File: src/rtl/oc_bus_arbiter_pkg.sv
// oc_bus_arbiter_pkg: FSM state encodings and width helpers for the open-collector arbiter
package oc_bus_arbiter_pkg;
  typedef enum logic [1:0] {ST_IDLE = 2'd0, ST_GRANT = 2'd1, ST_TURN = 2'd2} state_t;
  function automatic int idx_w(int n);
    return n > 1 ? $clog2(n) : 1;
  endfunction
  // wide enough for both the turnaround load and the hold count
  function automatic int cnt_w(int turn, int hold);
    return $clog2((turn > hold ? turn : hold) + 1);
  endfunction
endpackage

File: src/rtl/oc_rr_pick.sv
// oc_rr_pick: combinational round-robin picker, first set req at index >= ptr, wrapping
module oc_rr_pick
  import oc_bus_arbiter_pkg::*;
#(
  parameter int N  = 4,
  parameter int PW = idx_w(N)
) (
  input  logic [N-1:0]  req,
  input  logic [PW-1:0] ptr,
  output logic [N-1:0]  pick,
  output logic [PW-1:0] idx,
  output logic          valid
);
  logic [PW-1:0] hi, lo;
  logic hi_v, lo_v;
  // lowest set index overall is the wrap fallback when nothing sits at or above ptr
  always_comb begin
    hi = '0;
    lo = '0;
    hi_v = 1'b0;
    lo_v = 1'b0;
    for (int i = N - 1; i >= 0; i--) begin
      if (req[i]) begin
        lo = PW'(i);
        lo_v = 1'b1;
      end
      if (req[i] && PW'(i) >= ptr) begin
        hi = PW'(i);
        hi_v = 1'b1;
      end
    end
    valid = lo_v;
    idx = hi_v ? hi : lo;
    pick = valid ? N'(1) << idx : '0;
  end
endmodule

File: src/rtl/oc_bus_arbiter.sv
// oc_bus_arbiter: round-robin owner of a wired-AND open-collector line with turnaround and foreign-driver detect
// Define OC_ARB_TIMEOUT_EN to enable the MAX_HOLD grant limit and tmo pulse.
module oc_bus_arbiter
  import oc_bus_arbiter_pkg::*;
#(
  parameter int N        = 4,
  parameter int TURN_CYC = 2,
  parameter int MAX_HOLD = 16
) (
  input  logic         clk,
  input  logic         rst,
  input  logic [N-1:0] req,
  input  logic [N-1:0] dat,
  input  logic         bus_in,
  output logic [N-1:0] gnt,
  output logic [N-1:0] a_out,
  output logic         busy,
  output logic         collide,
  output logic         tmo
);
  localparam int PW = idx_w(N);
  localparam int CW = cnt_w(TURN_CYC, MAX_HOLD);
  state_t state;
  logic [PW-1:0] ptr, g, idx;
  logic [CW-1:0] cnt;
  logic [N-1:0] pick, elig;
  logic [1:0] rel;
  logic bus_q, valid, leave;
`ifdef OC_ARB_TIMEOUT_EN
  logic [N-1:0] mask;
  logic [CW-1:0] hold;
  assign elig = req & ~mask;
  assign leave = !req[g] || hold == CW'(MAX_HOLD - 1);
`else
  assign elig = req;
  assign leave = !req[g];
`endif
  oc_rr_pick #(.N(N), .PW(PW)) u_pick (
    .req(elig),
    .ptr(ptr),
    .pick(pick),
    .idx(idx),
    .valid(valid)
  );
  always_ff @(posedge clk) begin
    if (rst) begin
      state <= ST_IDLE;
      ptr <= '0;
      g <= '0;
      cnt <= '0;
      gnt <= '0;
      a_out <= '1;
      busy <= 1'b0;
      collide <= 1'b0;
      tmo <= 1'b0;
      rel <= '0;
      bus_q <= 1'b1;
`ifdef OC_ARB_TIMEOUT_EN
      mask <= '0;
      hold <= '0;
`endif
    end else begin
      tmo <= 1'b0;
      bus_q <= bus_in;
      rel <= {rel[0], &a_out};
      // line low although we released it for two cycles: someone else is driving
      if (!bus_q && (&rel)) collide <= 1'b1;
`ifdef OC_ARB_TIMEOUT_EN
      mask <= mask & req;
`endif
      case (state)
        ST_IDLE: if (valid) begin
          state <= ST_GRANT;
          g <= idx;
          gnt <= pick;
          a_out <= ~(pick & ~dat);
          busy <= 1'b1;
`ifdef OC_ARB_TIMEOUT_EN
          hold <= '0;
`endif
        end
        ST_GRANT: if (leave) begin
          state <= ST_TURN;
          gnt <= '0;
          a_out <= '1;
          busy <= 1'b0;
          ptr <= g == PW'(N - 1) ? '0 : g + PW'(1);
          cnt <= CW'(TURN_CYC - 1);
`ifdef OC_ARB_TIMEOUT_EN
          if (req[g]) begin
            tmo <= 1'b1;
            mask <= (mask & req) | gnt;
          end
`endif
        end else begin
          a_out <= ~(gnt & ~dat);
`ifdef OC_ARB_TIMEOUT_EN
          hold <= hold + CW'(1);
`endif
        end
        ST_TURN: if (cnt == '0) state <= ST_IDLE;
        else cnt <= cnt - CW'(1);
        default: state <= ST_IDLE;
      endcase
    end
  end
endmodule

File: config.mk
export PLATFORM = sky130hd
export DESIGN_NAME = oc_bus_arbiter
export DESIGN_NICKNAME = d
export VERILOG_FILES = /design/src/rtl/oc_bus_arbiter_pkg.sv /design/src/rtl/oc_rr_pick.sv /design/src/rtl/oc_bus_arbiter.sv
export SDC_FILE = /design/constraint.sdc
export NUM_CORES = 1
export LEC_CHECK = 0
export CORE_MARGIN = 2
export CORE_UTILIZATION = 56
export CTS_CLUSTER_SIZE = 10
export DETAILED_ROUTE_END_ITERATION = 8
export HOLD_SLACK_MARGIN = 0.05
export PLACE_DENSITY = 0.86
export SYNTH_ARGS = -nofsm -noshare
export SYNTH_HDL_FRONTEND = slang
export SYNTH_HIERARCHICAL = 1
export SYNTH_SLANG_ARGS = --single-unit
export TNS_END_PERCENT = 100
File: constraint.sdc
create_clock -name clk -period 3.8 [get_ports clk]
set_input_delay 0.57 -clock clk [delete_from_list [all_inputs] [get_ports clk]]
set_output_delay 0.57 -clock clk [all_outputs]
set_load 0.02 [all_outputs]
After elaboration in Yosys (flattened, before gate mapping)

Index checks and enable logic that the tools add are counted.

Multipliers: 0
Mux-type cells: 37
Divide/modulo/power cells: 0
Shift-type cells: 1
Add/sub/neg operators: 2
Order comparisons: 5
Reductions and logical operators: 18
Bitwise gates (word level): 6
Equality and inequality tests: 7

Operator list:

| cell                                                                               | number |
|---|---|
| 2-bit two-way mux                                                                  | 13 |
| 4-bit two-way mux                                                                  | 5 |
| 4-bit one-hot mux with 2 select lines                                              | 2 |
| 4-bit inverter                                                                     | 3 |
| 1-bit two-way mux                                                                  | 11 |
| 5-bit two-way mux                                                                  | 2 |
| 5-bit one-hot mux with 2 select lines                                              | 1 |
| 3-bit AND reduction                                                                | 3 |
| 4-bit bitwise AND                                                                  | 2 |
| 2-bit AND reduction                                                                | 4 |
| 2-bit inequality test, second input constant                                       | 3 |
| 2-bit one-hot mux with 3 select lines                                              | 1 |
| 1-bit logical AND                                                                  | 5 |
| 5-bit logical NOT                                                                  | 1 |
| 5-bit by 1-bit subtractor with 5-bit output, second input constant                 | 1 |
| 2-bit equality test, second input constant                                         | 2 |
| 1-bit by 2-bit greater-or-equal comparator with 1-bit output, first input constant | 2 |
| 2-bit greater-or-equal comparator, first input constant                            | 2 |
| 4-bit AND reduction                                                                | 1 |
| 2-bit nonzero test                                                                 | 2 |
| 1-bit by 2-bit left shift with 4-bit output, first input constant                  | 1 |
| 2-bit by 3-bit < comparator with 1-bit output, second input constant               | 1 |
| 2-bit by 1-bit adder with 2-bit output, second input constant                      | 1 |
| 1-bit binary-select mux with 2-bit select                                          | 1 |
| 6 further kinds                                                                    | 6 |

Word-level logic and storage cells: 86
Bits in read-only memories: 0
Memories kept: 0
Flip-flop bits (word level): 24
Bits of input ports: 11
Latch bits: 0
RAM bits: 0
Output and inout bits: 11

Depth between registers and ports, before layout

Gate-level depths: netlist of the first run.

Word-level depth: 13
Gate-level depth with buffers: 7
Gate-level depth less buffers: 5

Hierarchy

The synthesis of the first run kept the hierarchy.

Modules (own cells, without submodules):

| module         | area each (sq um) | cells each | times used | sequential area each (sq um) |
|---|---|---|---|---|
| oc_bus_arbiter | 1124.8            | 116        | 1          | 480.5 |
| oc_rr_pick     | 221.5             | 31         | 1          | 0.0 |

Worst setup path before layout of the first run

OpenSTA, ideal clock, no wires.

Path type: input port to flip-flop
Start: input req[2]
End: register a_out[2]
Setup time: 0.134 ns
Arrival: 1.825 ns
Data required time: 3.666 ns
Setup slack: 1.841 ns
Path buffers: 1
Cell stages on the path: 6
Path through: buf_6 nor2_1 nand2_1 o21bai_4 mux2_1 or4_1

Elaborated cells on any way between the ends: 25
Those cells by class: eq/ne: 1; shift: 1; mux: 19; bitwise: 2; reduce/logical: 2

RTL lines:

| element                               | RTL line             | text |
|---|---|---|
| start, declared                       | oc_bus_arbiter.sv:12 | `input logic [N-1:0] req,` |
| 1-bit two-way mux (*) (3 in series)   | oc_rr_pick.sv:23     | `if (req[i]) begin` |
| net valid                             | oc_bus_arbiter.sv:28 | `logic bus_q, valid, leave;` |
| 4-bit two-way mux                     | oc_rr_pick.sv:34     | `pick = valid ? N'(1) << idx : '0;` |
| 4-bit bitwise AND                     | oc_bus_arbiter.sv:76 | `a_out <= ~(pick & ~dat);` |
| 4-bit inverter                        | oc_bus_arbiter.sv:76 |  |
| 4-bit two-way mux                     | oc_bus_arbiter.sv:72 | `ST_IDLE: if (valid) begin` |
| 4-bit one-hot mux with 2 select lines | oc_bus_arbiter.sv:71 | `case (state)` |
| end signal, assigned                  | oc_bus_arbiter.sv:76 |  |
| end signal, assigned                  | oc_bus_arbiter.sv:96 | `a_out <= ~(gnt & ~dat);` |
| end, declared                         | oc_bus_arbiter.sv:16 | `output logic [N-1:0] a_out,` |

Mark *: on every way through the listed nets, which the timed path passes. The rest lies on a longest branch. The select of a mux whose other input is x is not followed.
A chain may end at the register's enable or synchronous reset.

Final worst setup path of the first run

Start: input req[2]
End: register a_out[0]

The elaborated chain is that of the path after synthesis.

==> results of run 1 <==
==> per-layer routing <==
| metal | track usage [%] | share of wire (%) |
|---|---|---|
| met4 | 11.1 | 0.88 |
| met3 | 4.52 | 6.9 |
| met5 | 0 | 0 |
| met1 | 29.1 | 45 |
| met2 | 37.1 | 47 |
==> cell type report <==
class                      instances  area, um2
fill                             176        664
clock inverter                     1       30.0
multi-input combinational        110        786
sequential                        24        480
clock buffer                       3       22.5
inverter                           4       15.0
timing repair buffer              20        200
tap                               28       35.0
==> worst paths after layout <==
| kind | start | end | slack, ns | depth (start not counted) |
|---|---|---|---|---|
| setup reg to reg | ptr[0] | a_out[0] | 2.10 | 5 |
| hold reg to reg | cnt[4] | cnt[4] | 0.48 | 2 |
| setup / recovery | req[2] | a_out[0] | 1.50 | 6 |
| hold / removal | cnt[4] | cnt[4] | 0.48 | 2 |
==> synthesized netlist by cell type, drive strengths merged (2+ instances only) <==
library cell,instances,area [um2]
buf,6,53.8
mux2,7,82.6
nor3,3,15.0
nor2,11,41.3
ha,2,25.0
mux2i,2,20.0
clkbuf,3,11.3
or4,4,30.0
a21oi,11,55.1
or3b,2,17.5
nand3b,10,75.1
inv,4,15.0
o21ai,5,25.0
a211oi,2,15.0
o22a,2,18.8
dfxtp,24,480
o22ai,4,31.3
nand2b,6,45.0
nor2b,4,25.0
nand2,8,30.0
o21a,2,15.0
a31oi,2,12.5
==> stage by stage <==
stage	area, um2	utilization, %	total power (uW)	worst slack (ns)
5_1_grt	1570	70.3	670	1.39
3_5_place_dp	1520	67.9	454	1.17
4_1_cts	1570	70.3	641	1.52
3_3_place_gp	1520	67.9	450	1.24
6_report	1570	70.3	641	1.50
2_1_floorplan	1350	-	409	1.84
==> report_power, final <==
| part | switching, uW | internal, uW | total [uW] |
|---|---|---|---|
| Clock | 82.2 | 107 | 189 |
| Sequential | 23.6 | 272 | 296 |
| Combinational | 80.0 | 76.2 | 156 |
| Total | 186 | 455 | 641 |
==> worst max-delay path, stage by stage <==
cell and delay [ns]:
clkdlybuf4s50_1 0.61, nor2_1 0.18, nand2_1 0.13, o21bai_4 0.19, mux2_1 0.33, or4_1 0.50
==> state kept, by name, summed over array words and instances (netlist names) <==
name,flops
a_out,4
collide,1
state,2
busy,1
ptr,2
rel,2
g,2
cnt,5
bus_q,1
gnt,4
==> kinds of logic after synthesis <==
group	after synthesis	share of synthesized area (%)
AOI/OAI and AO/OA	38	20.6
adders and majority gates	2	1.86
buffers and inverters	13	5.95
DFF	24	35.7
muxes	10	9.29
other	1	0.279
and+or+nand+nor	59	26.3
==> impl_metrics.env, run 1 <==
export IMPL_grt_ovfl_total=0
export IMPL_postCtsSetupRepairBufs=0
export IMPL_final_cells=190
export IMPL_io_buffers=20
export IMPL_antenna_cells=0
export IMPL_cts_root_buf="clkbuf_4"
export IMPL_initial_core_util_pct=60.3
export IMPL_vias_per_cell=6.11
export IMPL_wirelength_um=2850
export IMPL_startpoint_type="primary input"
export IMPL_die_h_um=53.0
export IMPL_synth_nets=160
export IMPL_min_period_over_period_pct=60.6
export IMPL_path_class="in2reg"
export IMPL_holdBufCountCts=0
export IMPL_finalSetupViolCount=0
export IMPL_first_global_vias=1136
export IMPL_cts_buffers=3
export IMPL_ys_ff_latch=24
export IMPL_dp_cells=186
export IMPL_rows=17
export IMPL_antenna_found_initial=0
export IMPL_cts_tree="done"
export IMPL_avgSynthCellArea_um2=9.16
export IMPL_netlist_instances=147
export IMPL_worstPathMaxFanout=12
export IMPL_gp_congestion=0.844
export IMPL_slew_viol_final=0
export IMPL_synth_warnings=6
export IMPL_grt_max_degree=33
export IMPL_fin_hold_ws_ns=0.484
export IMPL_die_width_um=53.0
export IMPL_drive_above_1_share_pct=11.1
export IMPL_critPathRequiredTime_ns=4.01
export IMPL_maxCapViolations=0
export IMPL_min_path_type="reg2reg"
export IMPL_synth_edff_count=0
export IMPL_fmax_mhz=434
export IMPL_grt_pass1_wl_um=4800
export IMPL_avgRoutedWirePerCell_um=15.0
export IMPL_cts_sink_count=24
export IMPL_grtUsageTotal_pct=23.0
export IMPL_post_route_drc_count=0
export IMPL_leakage_uw=0.000583
export IMPL_slew_headroom_pct=38.5
export IMPL_synth_async_sr_flop_share_pct=0
export IMPL_end_kind="flop"
export IMPL_cts_path_max_buffers=2
export IMPL_die_area_mm2=0.00281
export IMPL_cts_resized=0
export IMPL_cts_max_level=1
export IMPL_dp_hpwl_um=1980
export IMPL_antenna_left=0
export IMPL_clock_latency_ns=0.32
export IMPL_grt_setup_unrepaired="no"
export IMPL_synth_cell_type_count=53
export IMPL_layout_common_cells="dfxtp_1, clkdlybuf4s50_1, nor2_1, a21oi_1, nand3b_1"
export IMPL_layout_commonest_cell="dfxtp_1"
export IMPL_tns_ns=0
export IMPL_firstDrtPassIters=5
export IMPL_netlist_area_mm2=0.00135
export IMPL_final_nets=176
export IMPL_ir_drop_uv=283
export IMPL_outcome="complete, no violations"
export IMPL_fin_skew_ns=0.00695
export IMPL_drt_iter0_drc=21
export IMPL_power_density_mw_per_mm2=408
export IMPL_period_minus_slack_ns=2.30
export IMPL_ys_flop_type="dfxtp_1"
export IMPL_io_pins=22
export IMPL_area_growth_syn_to_layout_pct=16.5
export IMPL_design_core_area_mm2=0.00223
export IMPL_clkTransAtPathRegs_ns=0.14
export IMPL_vias=1160
export IMPL_tightest_slew_ns=0.920
export IMPL_crit_arrival_ns=2.51
export IMPL_hold_viol=0
export IMPL_yosysSeqAreaShare_pct=35.7
(Power assumes the default switching activity.)
==> inputs of run 2 (changes only) <==
--- a/config.mk
+++ b/config.mk
@@ -6,11 +6,11 @@
 export NUM_CORES = 1
 export LEC_CHECK = 0
 export CORE_MARGIN = 2
-export CORE_UTILIZATION = 56
+export CORE_UTILIZATION = 52
 export CTS_CLUSTER_SIZE = 10
 export DETAILED_ROUTE_END_ITERATION = 8
 export HOLD_SLACK_MARGIN = 0.05
-export PLACE_DENSITY = 0.86
+export PLACE_DENSITY = 0.81
 export SYNTH_ARGS = -nofsm -noshare
 export SYNTH_HDL_FRONTEND = slang
 export SYNTH_HIERARCHICAL = 1
==> constraint.sdc (replaced) <==
create_clock -name clk -period 2.2 [get_ports clk]
set_input_delay 0.33 -clock clk [delete_from_list [all_inputs] [get_ports clk]]
set_output_delay 0.33 -clock clk [all_outputs]
set_load 0.02 [all_outputs]
==> run 2 against run 1 <==
Routed wire length fell by 1.4%. Sequential cell count did not move. Total power rose by 73%. Largest power group unchanged. Highest routed layer unchanged.
==> impl_metrics.env, run 2 (synthesized netlist as in run 1, its figures left out) <==
export IMPL_post_route_drc_count=0
export IMPL_fin_skew_ns=0.00537
export IMPL_cts_sink_count=24
export IMPL_antenna_cells=0
export IMPL_multi_input_area_um2=786
export IMPL_grt_ovfl_total=0
export IMPL_leakage_uw=0.000612
export IMPL_layout_commonest_cell="dfxtp_1"
export IMPL_cts_resized=0
export IMPL_largest_reg_flops=5
export IMPL_io_buffers=20
export IMPL_clock_latency_ns=0.32
export IMPL_area_growth_syn_to_layout_pct=20.1
export IMPL_crit_arrival_ns=2.06
export IMPL_power_density_mw_per_mm2=684
export IMPL_regArea_um2=480
export IMPL_initial_core_util_pct=54.8
export IMPL_cts_path_max_buffers=2
export IMPL_firstDrtPassIters=4
export IMPL_power_frac_comb_pct=25.2
export IMPL_ir_drop_uv=513
export IMPL_slew_viol_final=0
export IMPL_dp_hpwl_um=2060
export IMPL_antenna_left=0
export IMPL_critPathRequiredTime_ns=2.41
export IMPL_period_minus_slack_ns=1.86
export IMPL_clkPwrFrac_pct=28.7
export IMPL_cts_root_buf="clkbuf_4"
export IMPL_die_h_um=54.9
export IMPL_layout_common_cells="dfxtp_1, clkdlybuf4s50_1, nor2_1, a21oi_1, nand3b_1"
export IMPL_design_core_area_mm2=0.00245
export IMPL_reg_largest_list="cnt: 5 flops, a_out: 4 flops, gnt: 4 flops"
export IMPL_finalSetupViolCount=0
export IMPL_internal_power_uw=795
export IMPL_io_pins=22
export IMPL_grt_pass1_wl_um=4680
export IMPL_top_register="cnt"
export IMPL_wirelength_um=2810
export IMPL_cts_buffers=3
export IMPL_grtUsageTotal_pct=21.3
export IMPL_fmax_mhz=539
export IMPL_swShare_pct=28.1
export IMPL_hold_viol=0
export IMPL_vias=1164
export IMPL_die_area_mm2=0.00301
export IMPL_tns_ns=0
export IMPL_startpoint_type="primary input"
export IMPL_cp_slowest_cell="or4_1"
export IMPL_cp_cell_sequence="clkdlybuf4s50_1, nor2_1, nand2_1, o21bai_4, mux2_1, or4_1"
export IMPL_min_path_type="reg2reg"
export IMPL_cts_max_level=1
export IMPL_n_fill_cell=195
export IMPL_final_cells=198
export IMPL_vias_per_cell=5.88
export IMPL_clkTransAtPathRegs_ns=0.13
export IMPL_antenna_found_initial=0
export IMPL_crit_buf_inv=1
export IMPL_max_stage_delay_ns=0.50
export IMPL_postLayoutCoreUtil_pct=65.9
export IMPL_die_width_um=54.9
export IMPL_drt_iter0_drc=16
export IMPL_outcome="complete, no violations"
export IMPL_dp_cells=194
export IMPL_maxCapViolations=0
export IMPL_end_kind="flop"
export IMPL_avgRoutedWirePerCell_um=14.2
export IMPL_holdBufCountCts=0
export IMPL_cts_tree="done"
export IMPL_critical_path_top_delay_family="simple AND/OR/NAND/NOR gates"
export IMPL_postCtsSetupRepairBufs=0
export IMPL_grt_setup_unrepaired="no"
export IMPL_path_class="in2reg"
export IMPL_min_period_over_period_pct=84.4
export IMPL_final_nets=182
export IMPL_first_global_vias=1082
export IMPL_switchingPower_uw=311
export IMPL_gp_congestion=0.790
export IMPL_grt_max_degree=18
export IMPL_worstPathMaxFanout=4
export IMPL_drive_above_1_share_pct=14.3
export IMPL_rows=18
export IMPL_pwr_share_seq_pct=46.1
[run 2: cell types whose count changed in the layout (fill, tap and decap cells not counted), sizes merged]
cell,delta
buf,+6
[run 2: cell type report]
class                   instances  share of cell area, %
repair buffers                 26                   15.2
flip-flops and latches         24                   29.7
clock buffers                   3                   1.39
inverters                       4                  0.929
well taps                      30                   2.32
multi-input cells             110                   48.6
clock inverters                 1                   1.86
[run 2: final timing paths]
kind / startpoint / endpoint / slack, ns / cells past startpoint
max: req[0] / a_out[3] / 0.34 / 6
min reg2reg: cnt[4] / cnt[4] / 0.47 / 2
max reg2reg: ptr[1] / a_out[3] / 0.55 / 5
min: cnt[4] / cnt[4] / 0.47 / 2
[run 2: metal layers]
metal / share of wire (%) / up-vias / track usage (%)
li1: - / 582 / -
met1: 45 / 553 / 26.6
met2: 49 / 25 / 37.1
met3: 5.3 / 4 / 4.37
met4: 0.60 / 0 / 5.00
met5: 0 / - / 0
[run 2: power by group through the flow]
stage / registers (uW) / logic [uW] / clock network (uW)
after floorplan: 523 / 184 / 0
after global placement: 517 / 270 / 0
after detailed placement: 520 / 278 / 0
after CTS: 510 / 280 / 325
after global routing: 516 / 309 / 343
final: 510 / 279 / 317
[run 2: through the flow]
stage	area [um2]	hold slack (ns)	total power (uW)	setup slack, ns
CTS	1620	0.473	1110	0.359
detailed placement	1560	0.451	797	0.00947
global placement	1560	0.443	787	0.0469
floorplan	1350	0.434	706	0.481
finish	1620	0.473	1110	0.344
global route	1620	0.497	1170	0.263
[run 2: tightest hold or removal path: stages (launching register included)]
cell	delay [ns]
dfxtp_1	0.34
o31ai_1	0.06
nor3_1	0.04
